===== config.mk =====
export PLATFORM = sky130hd
export DESIGN_NAME = regfile_param
export DESIGN_NICKNAME = d
export VERILOG_FILES = /design/src/rtl/regfile_param.sv
export SDC_FILE = /design/constraint.sdc
export NUM_CORES = 2
export LEC_CHECK = 0
export ABC_AREA = 1
export CORE_MARGIN = 2
export CORE_UTILIZATION = 35
export DETAILED_ROUTE_END_ITERATION = 8
export PLACE_DENSITY = 0.56
export RECOVER_POWER = 25
export SLEW_MARGIN = 20
export SYNTH_ARGS = -nofsm -noshare
export SYNTH_HDL_FRONTEND = slang
export SYNTH_SLANG_ARGS = --single-unit

===== constraint.sdc =====
create_clock -name clk -period 2.19 [get_ports clk]
set_input_delay 0.438 -clock clk [delete_from_list [all_inputs] [get_ports clk]]
set_output_delay 0.438 -clock clk [all_outputs]
set_load 0.02 [all_outputs]

===== src/rtl/regfile_param.sv =====
// WIDTH x DEPTH register file: one synchronous write port, two registered read ports.
// Define REGFILE_BYPASS_EN for write-first collisions; default build is read-first.
module regfile_param #(
  parameter int WIDTH    = 32,
  parameter int DEPTH    = 32,
  parameter int AW       = 5,
  parameter int ZERO_REG = 1
) (
  input  logic             clk,
  input  logic             rst_n,
  input  logic             wr_en,
  input  logic [AW-1:0]    wr_addr,
  input  logic [WIDTH-1:0] wr_data,
  input  logic [AW-1:0]    rd_addr_a,
  input  logic [AW-1:0]    rd_addr_b,
  output logic [WIDTH-1:0] rd_data_a,
  output logic [WIDTH-1:0] rd_data_b
);

  localparam logic [AW:0] DEPTH_W = (AW+1)'(DEPTH);

  logic [WIDTH-1:0] mem_q [DEPTH];
  logic [WIDTH-1:0] rd_a_q, rd_a_d;
  logic [WIDTH-1:0] rd_b_q, rd_b_d;
  logic             wr_ok;

  // Legal entry: in range and not the hard-wired zero register.
  function automatic logic addr_ok(input logic [AW-1:0] a);
    return ({1'b0, a} < DEPTH_W) && !((ZERO_REG != 0) && (a == '0));
  endfunction

  assign wr_ok = wr_en && addr_ok(wr_addr);

  always_ff @(posedge clk or negedge rst_n) begin
    if (!rst_n) begin
      for (int i = 0; i < DEPTH; i++) begin
        mem_q[i] <= '0;
      end
    end else if (wr_ok) begin
      mem_q[wr_addr] <= wr_data;
    end
  end

  always_comb begin
    rd_a_d = '0;
    if (addr_ok(rd_addr_a)) begin
      rd_a_d = mem_q[rd_addr_a];
`ifdef REGFILE_BYPASS_EN
      if (wr_ok && (wr_addr == rd_addr_a)) begin
        rd_a_d = wr_data;
      end
`endif
    end
  end

  always_comb begin
    rd_b_d = '0;
    if (addr_ok(rd_addr_b)) begin
      rd_b_d = mem_q[rd_addr_b];
`ifdef REGFILE_BYPASS_EN
      if (wr_ok && (wr_addr == rd_addr_b)) begin
        rd_b_d = wr_data;
      end
`endif
    end
  end

  always_ff @(posedge clk or negedge rst_n) begin
    if (!rst_n) begin
      rd_a_q <= '0;
      rd_b_q <= '0;
    end else begin
      rd_a_q <= rd_a_d;
      rd_b_q <= rd_b_d;
    end
  end

  assign rd_data_a = rd_a_q;
  assign rd_data_b = rd_b_q;

endmodule

==> results_dict.tcl <==
set metrics [dict create \
    status "complete, no violations" \
    initial_core_util 0.3513 \
    post-dp-hpwl_um 143800 \
    dieArea_um2 168500 \
    syn-cell-area_um2 57840 \
    ys_warn_count 0 \
    rsz0062_at_grt "no" \
    drc_errors 0 \
    critPathCaptureType "primary output" \
    hp-class "in2reg" \
    netlist_instances 8362 \
    critPathArrivalTime_ps 1700 \
    postLayoutCoreUtil 0.4169 \
    yosysSeqAreaShare 0.4708 \
    final_cell_mix "nand2_1 (3,371), nand3_1 (1,380), dfrtp_1 (1,088), o21ai_0 (994), nor2_1 (430)" \
    fin_nets 8304 \
    ir_worst_vdd_uv 691.7 \
    core_um2 164600 \
    final_common_cell "nand2_1" \
    antenna_found_initial 6 \
    cts_tree "done" \
    die_w_um 410.5 \
    crit_path_max_incr_delay_ps 610 \
    dpl_cell_area_um2 64850 \
    die_h_um 410.5 \
    slowest_stage "clkdlybuf4s50_1" \
    worstMarginPinSlew_ps 974.8 \
    syn-mean-instance-area_um2 6.916 \
    hold_viol 0 \
    max_freq_mhz 467.6 \
    gp_congestion 0.8768 \
    numCtsBuffers 118 \
    synth-seq-cells 1088 \
    finalCritPeriodShare 0.9765 \
    cts_max_level 3 \
    setup-violations-final 0 \
    cts.clk_slew.worst_paths_ps 60 \
    critPathMaxFanout 1 \
    finalMaxSlewViolations 0 \
    ant_nets 0 \
    yosysUniqueCellTypes 17 \
    io_pins 114 \
    power_w 0.05924 \
    whs_ps 282.1 \
    criticalPathCategory "reg2out" \
    cap_viol_max_count 0 \
    grt_max_degree 105 \
    required_ps 1750 \
    port_buffers 113 \
    path_delay_family "buffers and inverters" \
    grt_pass1_vias 55330 \
    wire_per_inst_um 22.60 \
    core.rowCount 149 \
    post_cts_buffers 0 \
    clk_latency_ps 750 \
    leakage_nw 32.26 \
    grt-ovfl-total 0 \
    critPathBufInv 1 \
    relSlewSlack 0.3501 \
    syn2layout_area_growth_pct 18.65 \
    ctsLongestPathBuffers 3 \
    cts.sinks 1088 \
    drtIter0Drc 6952 \
    clock_skew_ps 17.37 \
    drive_gt1_frac 0.07687 \
    stdcell_area_um2 68620 \
    grtUsageTotal 0.2785 \
    routed_wl_um 238300 \
    vias 58588 \
    root_buffer "clkbuf_16" \
    power_density_nw_per_um2 863.3 \
    grt_pass1_wl_um 358900 \
    routed_via_density 5.556 \
    crit_chain "clkdlybuf4s50_1" \
    period_needed_ps 2139 \
    syn_nets 8412 \
    critPathLaunchType "flip-flop" \
    first_pass_iters 8 \
]
## cells in the mapped netlist
cell / n / area (µm²)
nand2_1: 3398 / 12750
nand3_1: 1382 / 6917
dfrtp_1: 1088 / 27230
o21ai_0: 994 / 4975
clkbuf_1: 673 / 2526
nor2_1: 431 / 1618
a21oi_1: 215 / 1076
buf_1: 74 / 277.8
inv_1: 64 / 240.2
buf_2: 10 / 50.05
nor3_1: 10 / 50.05
o21ai_1: 9 / 45.04
inv_2: 7 / 26.28
clkinv_1: 3 / 11.26
nor4_2: 2 / 25.02
nor3_2: 1 / 10.01
nor3b_1: 1 / 7.510
## flip-flops by register name, indices dropped and copies added (netlist names)
| register | count |
|---|---|
| rd_data_b | 32 |
| rd_data_a | 32 |
| mem_q | 1024 |
## what timing repair did
item                                    in CTS  in global routing
endpoints found under the hold margin      232                  0
resized for setup                           17                  1
pin swaps                                    0                  0
endpoints found under the setup margin      17                  1
hold buffers                                 1                  0
## final timing paths
path                                              start                 endpoint  slack (ps)  depth (start not counted)
worst max-delay path             rd_data_b[1]$_DFF_PN0_             rd_data_b[1]          50                          1
worst min-delay path                       rd_addr_a[2]   rd_data_a[0]$_DFF_PN0_         280                          5
worst max register to register   mem_q[280]$_DFFE_PN0P_  rd_data_b[24]$_DFF_PN0_         700                          9
worst min register to register  mem_q[1015]$_DFFE_PN0P_  mem_q[1015]$_DFFE_PN0P_         400                          0
max in group asynchronous                         rst_n  rd_data_a[27]$_DFF_PN0_         240                          4
min in group asynchronous                         rst_n   mem_q[994]$_DFFE_PN0P_         430                          2
## metal layers
layer | global-route usage | share of wire
met1 | 0.3988 | 0.44
met2 | 0.4211 | 0.43
met3 | 0.04077 | 0.092
met4 | 0.1126 | 0.042
met5 | 0 | 0.000055
## report_power, final
part	internal [W]	switching, W	leakage (nW)
Clock	0.0120	0.00880	1.95
Sequential	0.0238	0.00294	14.0
Combinational	0.00459	0.00712	16.3
## stage by stage
| stage | std cells | setup TNS (ps) | worst slack (ps) |
|---|---|---|---|
| final | 10545 | 0 | 51.46 |
| after global routing | 10542 | 0 | 7.568 |
| after CTS | 10541 | 0 | 2.952 |
| after detailed placement | 10322 | -6766 | -195.3 |
| after global placement | 10322 | -9572 | -224.9 |
| after floorplan | 8362 | 0 | 338.5 |
## layout make-up
type	count	area, µm²
tap	2189	2739
sequential	1088	27230
clock buffer	179	3506
clock inverter	39	442.9
antenna	4	10.01
timing repair buffer	529	6651
fill	16826	95990
multi-input combinational	6443	27730
inverter	74	322.8
## logic make-up after synthesis
logic type | share of synthesized area
AOI/OAI and AO/OA | 0.1054
DFF | 0.4708
buffers and inverters | 0.05415
and+or+nand+nor | 0.3697
Power figures use the tool's default switching activity.
